$ cat src/rtl/vx_find_first_pipe_if.sv
// Handshake bundle for vx_find_first_pipe: request side (valid/ready/data/mask)
// and result side (valid/ready/data/index/found).
interface vx_find_first_pipe_if #(
    parameter int N     = 8,
    parameter int DATAW = 1,
    parameter int LOGN  = (N > 1) ? $clog2(N) : 1
);
    logic                       valid_in;
    logic                       ready_in;
    logic [N-1:0][DATAW-1:0]    data_in;
    logic [N-1:0]               mask_in;
    logic                       valid_out;
    logic                       ready_out;
    logic [DATAW-1:0]           data_out;
    logic [LOGN-1:0]            index_out;
    logic                       found_out;

    modport master (
        output valid_in, data_in, mask_in, ready_out,
        input  ready_in, valid_out, data_out, index_out, found_out
    );

    modport slave (
        input  valid_in, data_in, mask_in, ready_out,
        output ready_in, valid_out, data_out, index_out, found_out
    );
endinterface

$ cat src/rtl/vx_find_first_pipe.sv
// Pipelined priority selector: picks the first set lane (fixed or rotating priority)
// through a binary tree with a register stage every PIPE_EVERY levels.
module vx_find_first_pipe #(
    parameter int N           = 8,
    parameter int DATAW       = 1,
    parameter int REVERSE     = 0,
    parameter int ROUND_ROBIN = 0,
    parameter int PIPE_EVERY  = 1,
    parameter int LOGN        = (N > 1) ? $clog2(N) : 1
) (
    input  logic                  clk,
    input  logic                  reset,
    vx_find_first_pipe_if.slave   bus
);
    localparam int LEAVES = 1 << LOGN;
    localparam int S      = (PIPE_EVERY == 0) ? 0 : (LOGN + PIPE_EVERY - 1) / PIPE_EVERY;
    localparam int VLD_W  = (S == 0) ? 1 : S;
    localparam logic [LOGN-1:0] LAST_LANE = LOGN'(N - 1);
    localparam logic [LOGN-1:0] PTR_RST   = (REVERSE != 0) ? LAST_LANE : '0;

    typedef struct packed {
        logic              found;
        logic [LOGN-1:0]   idx;
        logic [DATAW-1:0]  data;
    } node_t;

    // Higher-priority (left) child wins whenever it found something.
    function automatic node_t merge(input node_t hi, input node_t lo);
        return hi.found ? hi : lo;
    endfunction

    function automatic bit level_is_reg(input int l);
        if (PIPE_EVERY == 0) return 1'b0;
        return (((l + 1) % PIPE_EVERY) == 0) || (l == LOGN - 1);
    endfunction

    function automatic int level_stage(input int l);
        if (PIPE_EVERY == 0) return 0;
        return (l + PIPE_EVERY) / PIPE_EVERY - 1;
    endfunction

    logic [LOGN-1:0]             rr_ptr_q, rr_ptr_d;
    logic [LOGN-1:0]             base_ptr;
    node_t [LEAVES-1:0]          leaves;
    node_t [LOGN:0][LEAVES-1:0]  lvl;
    logic [VLD_W-1:0]            stg_load;
    logic [VLD_W-1:0]            stg_vin;
    logic                        fire_out;
    node_t                       root;

    // Rotation: leaf j holds the j-th lane in search order, tagged with its real index.
    always_comb begin
        logic [LOGN-1:0] lane;
        lane     = '0;
        base_ptr = (ROUND_ROBIN != 0) ? rr_ptr_q : PTR_RST;
        leaves   = '0;
        for (int j = 0; j < N; j++) begin
            if (REVERSE != 0) lane = LOGN'((int'(base_ptr) - j + N) % N);
            else              lane = LOGN'((int'(base_ptr) + j) % N);
            if (bus.mask_in[lane]) begin
                leaves[j].found = 1'b1;
                leaves[j].idx   = lane;
                leaves[j].data  = bus.data_in[lane];
            end
        end
    end

    assign lvl[0] = leaves;

    for (genvar l = 0; l < LOGN; l++) begin : g_lvl
        localparam int W = LEAVES >> (l + 1);
        node_t [W-1:0]      red_n;
        node_t [W-1:0]      out_n;
        node_t [LEAVES-1:0] lvl_n;

        always_comb begin
            red_n = '0;
            for (int i = 0; i < W; i++) red_n[i] = merge(lvl[l][2*i], lvl[l][2*i+1]);
        end

        if (level_is_reg(l)) begin : g_reg
            localparam int K = level_stage(l);
            node_t [W-1:0] node_q, node_d;

            always_comb begin
                node_d = node_q;
                if (stg_load[K] && stg_vin[K]) node_d = red_n;
            end

            // Stage K boundary
            always_ff @(posedge clk or posedge reset) begin
                if (reset) node_q <= '0;
                else       node_q <= node_d;
            end

            assign out_n = node_q;
        end else begin : g_comb
            assign out_n = red_n;
        end

        always_comb begin
            lvl_n        = '0;
            lvl_n[W-1:0] = out_n;
        end

        assign lvl[l+1] = lvl_n;
    end

    if (S == 0) begin : g_ctl_comb
        assign stg_load      = '0;
        assign stg_vin       = '0;
        assign bus.valid_out = bus.valid_in;
        assign bus.ready_in  = bus.ready_out;
    end else begin : g_ctl_pipe
        logic [S-1:0] vld_q, vld_d;

        // A stage may load when empty or when everything ahead of it moves this cycle.
        always_comb begin
            logic nxt_load;
            nxt_load = fire_out;
            stg_vin  = VLD_W'({vld_q, bus.valid_in});
            stg_load = '0;
            vld_d    = vld_q;
            for (int k = S - 1; k >= 0; k--) begin
                nxt_load    = !vld_q[k] || nxt_load;
                stg_load[k] = nxt_load;
                if (nxt_load) vld_d[k] = stg_vin[k];
            end
        end

        always_ff @(posedge clk or posedge reset) begin
            if (reset) vld_q <= '0;
            else       vld_q <= vld_d;
        end

        assign bus.valid_out = vld_q[S-1];
        assign bus.ready_in  = stg_load[0];
    end

    assign root          = lvl[LOGN][0];
    assign bus.found_out = root.found;
    assign bus.index_out = root.idx;
    assign bus.data_out  = root.data;
    assign fire_out      = bus.valid_out && bus.ready_out;

    // Pointer moves just past the winner on a delivered hit; in-flight requests keep theirs.
    always_comb begin
        rr_ptr_d = rr_ptr_q;
        if (fire_out && bus.found_out) begin
            if (REVERSE != 0)
                rr_ptr_d = (bus.index_out == '0) ? LAST_LANE : bus.index_out - LOGN'(1);
            else
                rr_ptr_d = (bus.index_out == LAST_LANE) ? '0 : bus.index_out + LOGN'(1);
        end
    end

    always_ff @(posedge clk or posedge reset) begin
        if (reset) rr_ptr_q <= PTR_RST;
        else       rr_ptr_q <= rr_ptr_d;
    end
endmodule

$ cat src/flat_wrapper.sv
// flat-port wrapper written by rule: the top's interface ports become plain ports
module vx_find_first_pipe_flat 
#(
    parameter int N           = 8,
    parameter int DATAW       = 1,
    parameter int REVERSE     = 0,
    parameter int ROUND_ROBIN = 0,
    parameter int PIPE_EVERY  = 1,
    parameter int LOGN        = (N > 1) ? $clog2(N) : 1
)
  (clk, reset, bus_valid_in, bus_data_in, bus_mask_in, bus_ready_out, bus_ready_in, bus_valid_out, bus_data_out, bus_index_out, bus_found_out);
  vx_find_first_pipe_if #(.N(N), .DATAW(DATAW), .LOGN(LOGN)) bus_i ();
  input  logic clk;
  input  logic reset;
  input wire logic [$bits(bus_i.valid_in)-1:0] bus_valid_in;
  input wire logic [$bits(bus_i.data_in)-1:0] bus_data_in;
  input wire logic [$bits(bus_i.mask_in)-1:0] bus_mask_in;
  input wire logic [$bits(bus_i.ready_out)-1:0] bus_ready_out;
  output wire logic [$bits(bus_i.ready_in)-1:0] bus_ready_in;
  output wire logic [$bits(bus_i.valid_out)-1:0] bus_valid_out;
  output wire logic [$bits(bus_i.data_out)-1:0] bus_data_out;
  output wire logic [$bits(bus_i.index_out)-1:0] bus_index_out;
  output wire logic [$bits(bus_i.found_out)-1:0] bus_found_out;
  assign bus_i.valid_in = bus_valid_in;
  assign bus_i.data_in = bus_data_in;
  assign bus_i.mask_in = bus_mask_in;
  assign bus_i.ready_out = bus_ready_out;
  assign bus_ready_in = bus_i.ready_in;
  assign bus_valid_out = bus_i.valid_out;
  assign bus_data_out = bus_i.data_out;
  assign bus_index_out = bus_i.index_out;
  assign bus_found_out = bus_i.found_out;
  vx_find_first_pipe #(.N(N), .DATAW(DATAW), .REVERSE(REVERSE), .ROUND_ROBIN(ROUND_ROBIN), .PIPE_EVERY(PIPE_EVERY), .LOGN(LOGN)) u_core (.clk(clk), .reset(reset), .bus(bus_i));
endmodule
$ cat config.mk
export PLATFORM = sky130hd
export DESIGN_NAME = vx_find_first_pipe_flat
export DESIGN_NICKNAME = d
export VERILOG_FILES = /design/src/rtl/vx_find_first_pipe_if.sv /design/src/rtl/vx_find_first_pipe.sv /design/src/flat_wrapper.sv
export SDC_FILE = /design/constraint.sdc
export NUM_CORES = 1
export LEC_CHECK = 0
export BUFFER_PORTS_ARGS = -buffer_cell sky130_fd_sc_hd__buf_2
export CAP_MARGIN = 0
export CORE_UTILIZATION = 52
export CTS_CLUSTER_DIAMETER = 50
export CTS_CLUSTER_SIZE = 25
export DETAILED_ROUTE_END_ITERATION = 6
export PLACE_DENSITY = 0.77
export SLEW_MARGIN = 10
export SYNTH_ARGS = -nofsm -noshare
export SYNTH_HDL_FRONTEND = slang
export SYNTH_SLANG_ARGS = --single-unit
$ cat constraint.sdc
create_clock -name clk -period 1.4 [get_ports clk]
set_input_delay 0.07 -clock clk [delete_from_list [all_inputs] [get_ports clk]]
set_output_delay 0.07 -clock clk [all_outputs]
set_load 0.02 [all_outputs]
==> Yosys cells after proc, flatten, opt, wreduce, memory -nomap -nowiden <==
Cells that the tools add are included.
W data, S select, Z words.
{ "totals": {"wordCells": 49, "register_bits": 38, "input_bits": 20} }
{ "classes": {"n_reduce_logical": 10, "muxes": 15} }
{ "op_table": {"columns": ["operator", "n"], "rows": [
  ["$mux W5", 15],
  ["$logic_and A1 B1 Y1", 4],
  ["$logic_not A1 Y1", 3],
  ["$logic_or A1 B1 Y1", 3]
]} }

==> Longest topological paths before layout <==
Gate-level depths: netlist (run 1).
{ "depth": {"ltp_word": 5, "depth_mapped": 4} }

==> Worst setup path before layout (run 1) <==
Ideal clock, no wire load.
{ "synth_path": {"path_kind": "reg2reg", "start": "register u_core.g_ctl_pipe.vld_q[2]", "end": "register u_core.g_lvl[0].g_reg.node_q[11] in the netlist's numbering", "period_less_slack_ns": 1.280, "setup_slack_ns": 0.120, "stages_incl_launch_ff": 4, "setup_ns": 0.125, "t_arrival_ns": 1.155, "path_buffers": 0, "cell_sequence": "dfrtp_1 > nand4b_4 > nand2_4 > mux2_2"} }
{ "synth_between": {"elab_chain_len": 5, "elab_cells_between_ends": 6} }
{ "synth_lines": {"columns": ["item", "line", "rtl"], "rows": [
  ["start, declared", "vx_find_first_pipe.sv:115", "logic [S-1:0] vld_q, vld_d;"],
  ["start signal, assigned", "vx_find_first_pipe.sv:133", "else vld_q <= vld_d;"],
  ["$logic_not A1 Y1 / $logic_and A1 B1 Y1 (equally long branches)", "vx_find_first_pipe.sv:125, vx_find_first_pipe.sv:144", null],
  ["$logic_or A1 B1 Y1 * (3 in series)", "vx_find_first_pipe.sv:125", "nxt_load = !vld_q[k] || nxt_load;"],
  ["$logic_and A1 B1 Y1 *", "vx_find_first_pipe.sv:87", "if (stg_load[K] && stg_vin[K]) node_d = red_n;"],
  ["end signal, assigned", "vx_find_first_pipe.sv:93", "else node_q <= node_d;"],
  ["end, declared", "vx_find_first_pipe.sv:83", "node_t [W-1:0] node_q, node_d;"]
]} }
Every way passes the cells marked *; elsewhere a longest branch is shown, timed or not.
A chain may end at the register's enable or synchronous reset.

==> Worst setup path after layout (run 1) <==
{ "layout_path": {"start": "register u_core.g_ctl_pipe.vld_q[1]", "end": "output bus_ready_in"} }
{ "layout_between": {"elab_chain_len": 3} }
{ "layout_lines": {"columns": ["item", "line", "rtl"], "rows": [
  ["$logic_not A1 Y1", "vx_find_first_pipe.sv:125", null],
  ["$logic_or A1 B1 Y1 (2 in series)", "vx_find_first_pipe.sv:125", null],
  ["end, declared", "flat_wrapper.sv:19", "output wire logic [$bits(bus_i.ready_in)-1:0] bus_ready_in;"]
]} }
No other way between the ends.

==> impl_metrics.py, run 1 <==
metrics = {
    "synth": {
        "synth_cells": 114,
        "synth_largest_area_cell": "dfrtp_1",
        "synth_fp_nets": 134,
        "seq_area_frac_synth": 0.5490,
        "synth.distinct_cells": 18,
        "avgSynthCellArea_sq_um": 11.19,
        "yosys-top-cells-area": "dfrtp_1 55%, a31oi_1 8.3%, mux2_2 7.1%",
        "synth-seq-cells": 28,
        "yosysWarningCount": 0,
        "syn-cell-area_sq_mm": 0.001276,
        "synth_top_area_frac": 0.5490,
    },
    "grt": {
        "first_global_vias": 1025,
        "antenna_found_initial": 0,
        "overflow": 0,
        "grt_max_degree": 29,
        "grt_pass1_wl_microns": 4153,
        "gr-usage-all-layers": 0.2176,
    },
    "power_and_ir_drop": {
        "total_power_uw": 1807,
        "ir_worst_vdd_mv": 0.6912,
        "power_switching_share": 0.2891,
        "power.share.sequential": 0.566,
        "internal_power_uw": 1284,
        "p_clk_frac": 0.211,
        "p_sw_uw": 522.3,
        "p_comb_frac": 0.223,
        "leakage_uw": 0.0007030,
        "p_per_area_mw_per_mm2": 1202,
    },
    "timing": {
        "maxSlewViolCount": 0,
        "clock_skew_ns": 0.003614,
        "period_minus_slack_ns": 1.325,
        "rsz0062_at_grt": "no",
        "final_hold_viol_count": 0,
        "worst_pin_slew_ns": 0.3377,
        "setup_tns_ns": 0,
        "max_freq_ghz": 0.7545,
        "period_share": 0.9467,
        "setup_viol": 0,
        "slew_headroom": 0.7749,
    },
    "clock_tree": {
        "cts_buffer_depth": 2,
        "cts_made_buffers": 3,
        "tritoncts": "yes",
        "clkLatencyLatePin_ns": 0.31,
        "clock_sinks": 28,
        "htree_levels": 1,
        "post_cts_buffers": 0,
        "clockRootBuffer": "clkbuf_4",
        "clk_pin_slew_ns": 0.14,
    },
    "drt": {
        "antenna_left": 0,
        "drt-total-wl_microns": 2407,
        "via_per_inst": 5.584,
        "wire_per_inst_microns": 13.91,
        "drc": 0,
        "num_vias": 966,
        "drt_iter0_markers": 17,
        "drt-pass1-iter-count": 4,
    },
    "worst_setup_path": {
        "rr_worst_depth": 3,
        "cp.required_ns": 1.33,
        "start_kind": "flop",
        "crit_start": "u_core.g_ctl_pipe.vld_q[1]",
        "endpoint_kind": "primary output",
        "arrival_ns": 1.26,
        "r2r-start": "u_core.g_ctl_pipe.vld_q[1]",
        "criticalPathCategory": "reg2out",
        "critPathMaxFanout": 7,
    },
    "die": {
        "dieArea_sq_mm": 0.002656,
        "fp.dieH_microns": 51.54,
        "io_pins": 27,
        "coreArea_sq_mm": 0.002255,
        "die_w_microns": 51.54,
        "rows": 17,
        "initial_core_util": 0.5660,
    },
    "place": {
        "hpwl_microns": 1873,
        "io_buffers": 26,
        "gp_congestion": 0.7908,
    },
    "final_layout": {
        "area_growth_pct": 17.75,
        "final_nets": 166,
        "final_cell_mix": "26 x buf_2, 26 x dfrtp_1, 17 x a21oi_1, 17 x a31oi_1, 8 x mux2_2",
        "drive_gt1_frac": 0.3379,
        "num_antenna_cells": 0,
    },
    "worst_hold_path": {
        "min_path_type": "in2reg",
        "holdPathStages": 3,
        "hold_start": "bus_mask_in[6]",
    },
    "status": {
        "status": "complete, no violations",
    },
    "job": {
        "maxCapViolCount": 0,
    },
}
[worst max-delay path: stages, from the launching register on]
cell and delay (ns):
dfrtp_1 0.45, nand4b_4 0.15, buf_4 0.19, buf_2 0.16
[final timing paths]
kind                                               endpoint  slack, ns
max                                            bus_ready_in       0.07
min                        u_core.g_lvl[0].g_reg.node_q[17]       0.05
max reg2reg                 u_core.g_lvl[0].g_reg.node_q[1]       0.25
min reg2reg                u_core.g_lvl[0].g_reg.node_q[11]       0.53
max in group asynchronous        u_core.g_ctl_pipe.vld_q[0]       0.80
min in group asynchronous   u_core.g_lvl[1].g_reg.node_q[4]       0.33
[power by group through the flow]
| stage | sequential [uW] | clock [uW] | combinational (uW) |
|---|---|---|---|
| floorplan | 1050 | 0 | 248 |
| global placement | 1030 | 0 | 391 |
| detailed placement | 1040 | 0 | 405 |
| CTS | 1020 | 388 | 408 |
| global route | 1040 | 418 | 451 |
| finish | 1020 | 381 | 403 |
[final cells by class]
class,instances,area [sq um]
multi-input combinational,78,531.8
timing repair buffer,34,192.7
sequential,28,703.2
inverter,1,3.754
clock buffer,4,36.28
fill,188,752.0
tap,28,35.03
[synth_stat cells, drive strengths merged]
library cell,count
buf,6
mux2,8
mux2i,7
nand3b,1
o21ai,1
a21oi,17
nand2,5
inv,1
nand4b,1
nand2b,4
a22oi,3
a31oi,17
clkbuf,1
dfrtp,28
nor2b,7
nor2,7
[cell families after synthesis]
kind of cell	after synthesis	share of synthesized area
AOI/OAI and AO/OA	38	0.1716
DFF	28	0.5490
buffers and inverters	8	0.03430
and+or+nand+nor	25	0.1196
muxes	15	0.1255
[flip-flops by register name (all words and copies together) (netlist names)]
register and cells:
u_core.bus.data_out 1, u_core.bus.found_out 1, u_core.bus.index_out 3, u_core.g_ctl_pipe.vld_q 3, u_core.g_lvl.g_reg.node_q 20
[routing by layer]
metal	vias up	global-route usage	wire [microns]
met1	455	0.2378	1065
met5	-	0	0
met3	6	0.02632	97
met2	31	0.4048	1183
met4	0	0.1171	61
li1	474	-	-
[through the flow]
| step | cells | setup WS (ns) | area (sq um) | util | hold slack (ns) |
|---|---|---|---|---|---|
| final | 173 | 0.07457 | 1503 | 0.6665 | 0.05331 |
| after global routing | 173 | 0.01568 | 1503 | 0.6665 | 0.06640 |
| after CTS | 173 | 0.04473 | 1500 | 0.6654 | 0.05415 |
| after detailed placement | 168 | 0.2369 | 1454 | 0.6448 | 0.1499 |
| after global placement | 168 | 0.2773 | 1454 | 0.6448 | 0.1459 |
| after floorplan | 114 | 0.1202 | 1276 | - | 0.1354 |
[what timing repair did]
| item | CTS | global route |
|---|---|---|
| hold buffers | 1 | 0 |
| hold endpoints to repair | 28 | 0 |
| endpoints found under the setup margin | 0 | 1 |
| gates resized for setup | 0 | 2 |
Power figures use the tool's default switching activity.
==> run 2: changes to the inputs <==
- CORE_MARGIN: not set -> 1.5
- clock period: 1.4 -> 1.3 ns (I/O delays scaled with it)
==> run 2 against run 1 <==
- clock power up 48%
- sequential share of layout area down 1.7 points
- highest routed layer unchanged
- non-clock buffer count up 5
- sequential power up 8%
- global-route usage down 0.38 points
- wire length up 6.0%
- register-to-register slack worse by 0.20 ns
- power up 17%
==> impl_metrics.py, run 2 (synthesis results as in run 1) <==
metrics = {
    "final_layout": {
        "final_area_sq_mm": 0.001554,
        "drive_gt1_frac": 0.3467,
        "fillers": 187,
        "ff_latch_area_sq_um": 700.7,
        "final_nets": 171,
        "num_antenna_cells": 0,
        "multi_input_area_sq_um": 531.8,
        "largest_register": "u_core.g_lvl.g_reg.node_q",
        "layout_commonest_cell": "dfrtp_1",
        "largest_reg_flops": 20,
        "final_cell_mix": "28 x dfrtp_1, 26 x buf_2, 17 x a21oi_1, 17 x a31oi_1, 12 x buf_4",
        "area_growth_pct": 21.76,
    },
    "die": {
        "dieArea_sq_mm": 0.002760,
        "coreArea_sq_mm": 0.002255,
        "fp.dieH_microns": 52.54,
        "io_pins": 27,
        "initial_core_util": 0.5660,
        "die_w_microns": 52.54,
        "rows": 17,
    },
    "clock_tree": {
        "cts_made_buffers": 3,
        "clockRootBuffer": "clkbuf_4",
        "clkLatencyLatePin_ns": 0.33,
        "tritoncts": "yes",
        "ctsResizeCount": 0,
        "htree_levels": 1,
        "cts_buffer_depth": 2,
        "clock_sinks": 28,
        "clk_pin_slew_ns": 0.15,
    },
    "worst_setup_path": {
        "endpoint_kind": "flop",
        "arrival_ns": 1.47,
        "critPathMaxFanout": 10,
        "r2r_slack_ns": 0.05,
        "start_kind": "flop",
        "criticalPathCategory": "reg2reg",
        "cp.required_ns": 1.52,
    },
    "power_and_ir_drop": {
        "p_comb_frac": 0.217,
        "power_switching_share": 0.2750,
        "p_clk_frac": 0.266,
        "p_per_area_mw_per_mm2": 1365,
        "power.share.sequential": 0.517,
        "p_sw_uw": 583.5,
        "leakage_uw": 0.0007338,
        "ir_worst_vdd_mv": 0.9185,
        "internal_power_uw": 1538,
    },
    "drt": {
        "wire_per_inst_microns": 14.34,
        "via_per_inst": 5.556,
        "drt-total-wl_microns": 2552,
        "drt_iter0_markers": 18,
        "num_vias": 989,
        "drt-pass1-iter-count": 4,
        "antenna_left": 0,
        "drc": 0,
    },
    "timing": {
        "maxSlewViolCount": 0,
        "final_hold_viol_count": 0,
        "worst_pin_slew_ns": 0.3533,
        "max_freq_ghz": 0.8022,
        "setup_tns_ns": 0,
        "rsz0062_at_grt": "no",
        "period_minus_slack_ns": 1.247,
        "clock_skew_ns": 0.009208,
        "period_share": 0.9590,
        "slew_headroom": 0.7645,
        "setup_viol": 0,
    },
    "grt": {
        "overflow": 0,
        "antenna_found_initial": 0,
        "grt_max_degree": 29,
        "first_global_vias": 1015,
        "gr-usage-all-layers": 0.2138,
        "grt_pass1_wl_microns": 4291,
    },
    "place": {
        "io_buffers": 26,
        "dpl_cell_area_sq_mm": 0.001454,
        "hpwl_microns": 1832,
        "gp_congestion": 0.7588,
    },
    "worst_hold_path": {
        "min_path_type": "in2reg",
    },
    "status": {
        "status": "complete, no violations",
    },
    "job": {
        "maxCapViolCount": 0,
    },
}
run 2: cell count changes in the layout (fill, tap and decap cells not counted), sizes merged:
cell | previous run | this run
buf | 33 | 38
bufinv | 0 | 1
clkbuf | 4 | 3
run 2: timing repair:
action                     4_1_cts  5_1_grt
setup buffers                    3        3
setup endpoints to repair        1        7
hold buffers                     1        0
pin swaps                        0        0
hold endpoints to repair        28        0
run 2: power by group through the flow:
stage	logic, uW	registers [uW]	clock network [uW]
6_report	460	1100	565
5_1_grt	512	1120	605
4_1_cts	454	1100	578
3_5_place_dp	438	1120	0
3_3_place_gp	423	1110	0
2_1_floorplan	267	1130	0
run 2: final timing paths:
kind                                                  startpoint                          endpoint  cells after the start
worst min register to register  u_core.g_lvl[0].g_reg.node_q[11]  u_core.g_lvl[0].g_reg.node_q[11]                      1
worst min-delay path                              bus_mask_in[1]   u_core.g_lvl[0].g_reg.node_q[4]                      3
min in group asynchronous                                  reset   u_core.g_lvl[1].g_reg.node_q[4]                      4
worst max register to register        u_core.g_ctl_pipe.vld_q[1]           u_core.bus.index_out[2]                      4
max in group asynchronous                                  reset  u_core.g_lvl[0].g_reg.node_q[15]                      4
worst max-delay path                  u_core.g_ctl_pipe.vld_q[1]           u_core.bus.index_out[2]                      4
run 2: worst max-delay path, stage by stage, from the launching register on:
cell	delay, ns
dfrtp_1	0.45
buf_4	0.16
buf_4	0.16
nand2_1	0.07
mux2_2	0.33
run 2: stage by stage:
step | power (uW) | utilization | cells | setup WS [ns] | hold slack, ns
after CTS | 2130 | 0.6792 | 175 | 0.003707 | 0.02127
final | 2122 | 0.6892 | 178 | 0.05336 | 0.02228
after detailed placement | 1557 | 0.6448 | 168 | 0.1278 | 0.1467
after global placement | 1530 | 0.6448 | 168 | 0.2086 | 0.1383
after global routing | 2233 | 0.6892 | 178 | 0.007242 | 0.06150
after floorplan | 1401 | - | 114 | 0.02018 | 0.1304
run 2: area by class of cell:
cell class	instances	area share
clock buffers	3	0.01449
clock inverters	1	0.01932
inverters	1	0.002415
multi-input cells	78	0.3422
flip-flops and latches	28	0.4509
well taps	28	0.02254
repair buffers	39	0.1481
run 2: per-layer routing:
layer	vias up	part of all wire	track usage	wire [microns]
li1	487	-	-	-
met1	457	0.45	0.2575	1152
met2	33	0.46	0.3583	1185
met3	12	0.042	0.03143	108
met4	0	0.041	0.1282	105
met5	-	0	0	0
==> run 3: changes to the inputs <==
- CORE_UTILIZATION: 52 -> 56
- PLACE_DENSITY: 0.77 -> 0.82
- SETUP_SLACK_MARGIN: not set -> 0.3
- clock period: 1.3 -> 1.45 ns (I/O delays scaled with it)
==> run 3 against run 2 <==
- critical path depth unchanged
- setup slack improved by 0.15 ns
- cell area increased by 2.3%
- maximum frequency decreased by 0.39%
- sequential power decreased by 9.7%
==> impl_metrics.py, run 3 (synthesis results as in run 1) <==
metrics = {
    "worst_setup_path": {
        "arrival_ns": 1.48,
        "critPathMaxStageDelay_ns": 0.42,
        "criticalPathCategory": "reg2reg",
        "r2r_slack_ns": 0.20,
        "r2r-end": "u_core.g_lvl[1].g_reg.node_q[2]",
        "crit_family": "flip-flops",
        "critPathBufInv": 1,
        "cp-endpoint": "u_core.g_lvl[1].g_reg.node_q[2]",
        "path_depth": 4,
        "cp.required_ns": 1.68,
        "endpoint_kind": "flop",
        "critPathMaxFanout": 3,
        "rr_worst_depth": 4,
        "crit_start": "u_core.g_ctl_pipe.vld_q[1]",
        "start_kind": "flop",
        "r2r-start": "u_core.g_ctl_pipe.vld_q[1]",
        "cp_slowest_cell": "dfrtp_1",
        "cp_cell_sequence": "buf_4, nand3b_1, nand2_2, mux2_2",
    },
    "status": {
        "status": "complete, no violations",
    },
    "drt": {
        "via_per_inst": 5.497,
        "num_vias": 962,
        "drt_iter0_markers": 14,
        "wire_per_inst_microns": 14.26,
        "drc": 0,
        "drt-pass1-iter-count": 4,
        "antenna_left": 0,
        "drt-total-wl_microns": 2496,
    },
    "timing": {
        "period_minus_slack_ns": 1.252,
        "clock_skew_ns": 0.006904,
        "setup_tns_ns": 0,
        "slew_headroom": 0.7696,
        "worst_pin_slew_ns": 0.3455,
        "rsz0062_at_grt": "yes",
        "setup_viol": 0,
        "max_freq_ghz": 0.7990,
        "final_hold_viol_count": 0,
        "fin_hold_ws_ns": 0.03446,
        "maxSlewViolCount": 0,
        "period_share": 0.8631,
    },
    "clock_tree": {
        "tritoncts": "yes",
        "clock_sinks": 28,
        "clk_pin_slew_ns": 0.14,
        "cts_buffer_depth": 2,
        "clkLatencyLatePin_ns": 0.33,
        "cts_made_buffers": 3,
        "clockRootBuffer": "clkbuf_4",
        "htree_levels": 1,
    },
    "power_and_ir_drop": {
        "p_clk_frac": 0.263,
        "internal_power_uw": 1394,
        "ir_worst_vdd_mv": 0.8933,
        "p_comb_frac": 0.225,
        "leakage_uw": 0.0007402,
        "power.share.sequential": 0.512,
        "p_sw_uw": 544.2,
        "p_per_area_mw_per_mm2": 1219,
        "power_switching_share": 0.2808,
    },
    "grt": {
        "grt_max_degree": 29,
        "antenna_found_initial": 0,
        "gr-usage-all-layers": 0.2092,
        "first_global_vias": 946,
        "overflow": 0,
        "grt_pass1_wl_microns": 4064,
    },
    "final_layout": {
        "final_area_sq_mm": 0.001590,
        "area_growth_pct": 24.61,
        "layout_commonest_cell": "dfrtp_1",
        "num_antenna_cells": 0,
        "drive_gt1_frac": 0.3810,
        "largest_register": "u_core.g_lvl.g_reg.node_q",
        "final_core_util": 0.7259,
        "largest_reg_flops": 20,
        "ff_latch_area_sq_um": 701.9,
        "multi_input_area_sq_um": 578.1,
        "fillers": 169,
        "final_nets": 168,
        "final_cell_mix": "27 x dfrtp_1, 26 x buf_2, 17 x a31oi_1",
    },
    "job": {
        "maxCapViolCount": 0,
    },
    "die": {
        "rows": 17,
        "die_w_microns": 50.74,
        "dieArea_sq_mm": 0.002575,
        "io_pins": 27,
        "fp.dieH_microns": 50.74,
        "coreArea_sq_mm": 0.002191,
        "initial_core_util": 0.5825,
    },
    "place": {
        "gp_congestion": 0.7467,
        "dpl_cell_area_sq_mm": 0.001461,
        "hpwl_microns": 1781,
        "io_buffers": 26,
    },
    "worst_hold_path": {
        "min_path_type": "in2reg",
    },
}
## run 3: changes by cell type in the layout (fill, tap and decap cells not counted), sizes merged
| cell | before | now |
|---|---|---|
| buf | 38 | 35 |
## run 3: what timing repair did
item / CTS / global route
hold buffers: 1 / 0
pin swaps: 2 / 1
endpoints found under the setup margin: 11 / 26
resized for setup: 4 / 6
endpoints found under the hold margin: 28 / 0
cloned: 0 / 1
buffers inserted: 3 / 0
## run 3: area by class of cell
type | instances | area share
flip-flops and latches | 28 | 0.4414
clock inverters | 1 | 0.01888
clock buffers | 3 | 0.01416
multi-input cells | 78 | 0.3635
inverters | 1 | 0.002360
well taps | 28 | 0.02203
repair buffers | 36 | 0.1377
## run 3: worst register-to-register path, cell delays in order (launching register included)
cell	delay [ns]
dfrtp_1	0.42
buf_4	0.13
nand3b_1	0.16
nand2_2	0.12
mux2_2	0.33
## run 3: how the worst min path moves through the flow
stage / from / to / slack, ns / depth (start not counted)
floorplan: reset / u_core.bus.data_out / 0.14 / 1
global placement: reset / u_core.bus.index_out[0] / 0.14 / 3
global route: bus_mask_in[1] / u_core.g_lvl[0].g_reg.node_q[4] / 0.03 / 3
detailed placement: reset / u_core.bus.found_out / 0.15 / 3
CTS: bus_mask_in[1] / u_core.g_lvl[0].g_reg.node_q[4] / 0.04 / 3
finish: bus_mask_in[1] / u_core.g_lvl[0].g_reg.node_q[4] / 0.03 / 3
## run 3: power by group through the flow
stage / Combinational [uW] / Clock [uW] / Sequential, uW
2_1_floorplan: 257 / 0 / 1020
3_3_place_gp: 387 / 0 / 994
3_5_place_dp: 402 / 0 / 1000
4_1_cts: 426 / 515 / 988
5_1_grt: 480 / 553 / 1010
6_report: 436 / 510 / 993
## run 3: layer usage
| layer | global-route usage | share of wire | routed length [microns] |
|---|---|---|---|
| met2 | 0.3816 | 0.51 | 1269 |
| met4 | 0.04505 | 0.0064 | 16 |
| met1 | 0.2623 | 0.45 | 1120 |
| met5 | 0 | 0 | 0 |
| met3 | 0.02976 | 0.036 | 91 |
## run 3: per-stage QoR
stage               setup slack (ns)  total power, uW  cells
CTS                           0.2104             1929    174
global placement              0.2930             1381    166
global route                  0.1582             2040    175
finish                        0.1985             1938    175
floorplan                     0.2749             1276    114
detailed placement            0.2442             1405    166
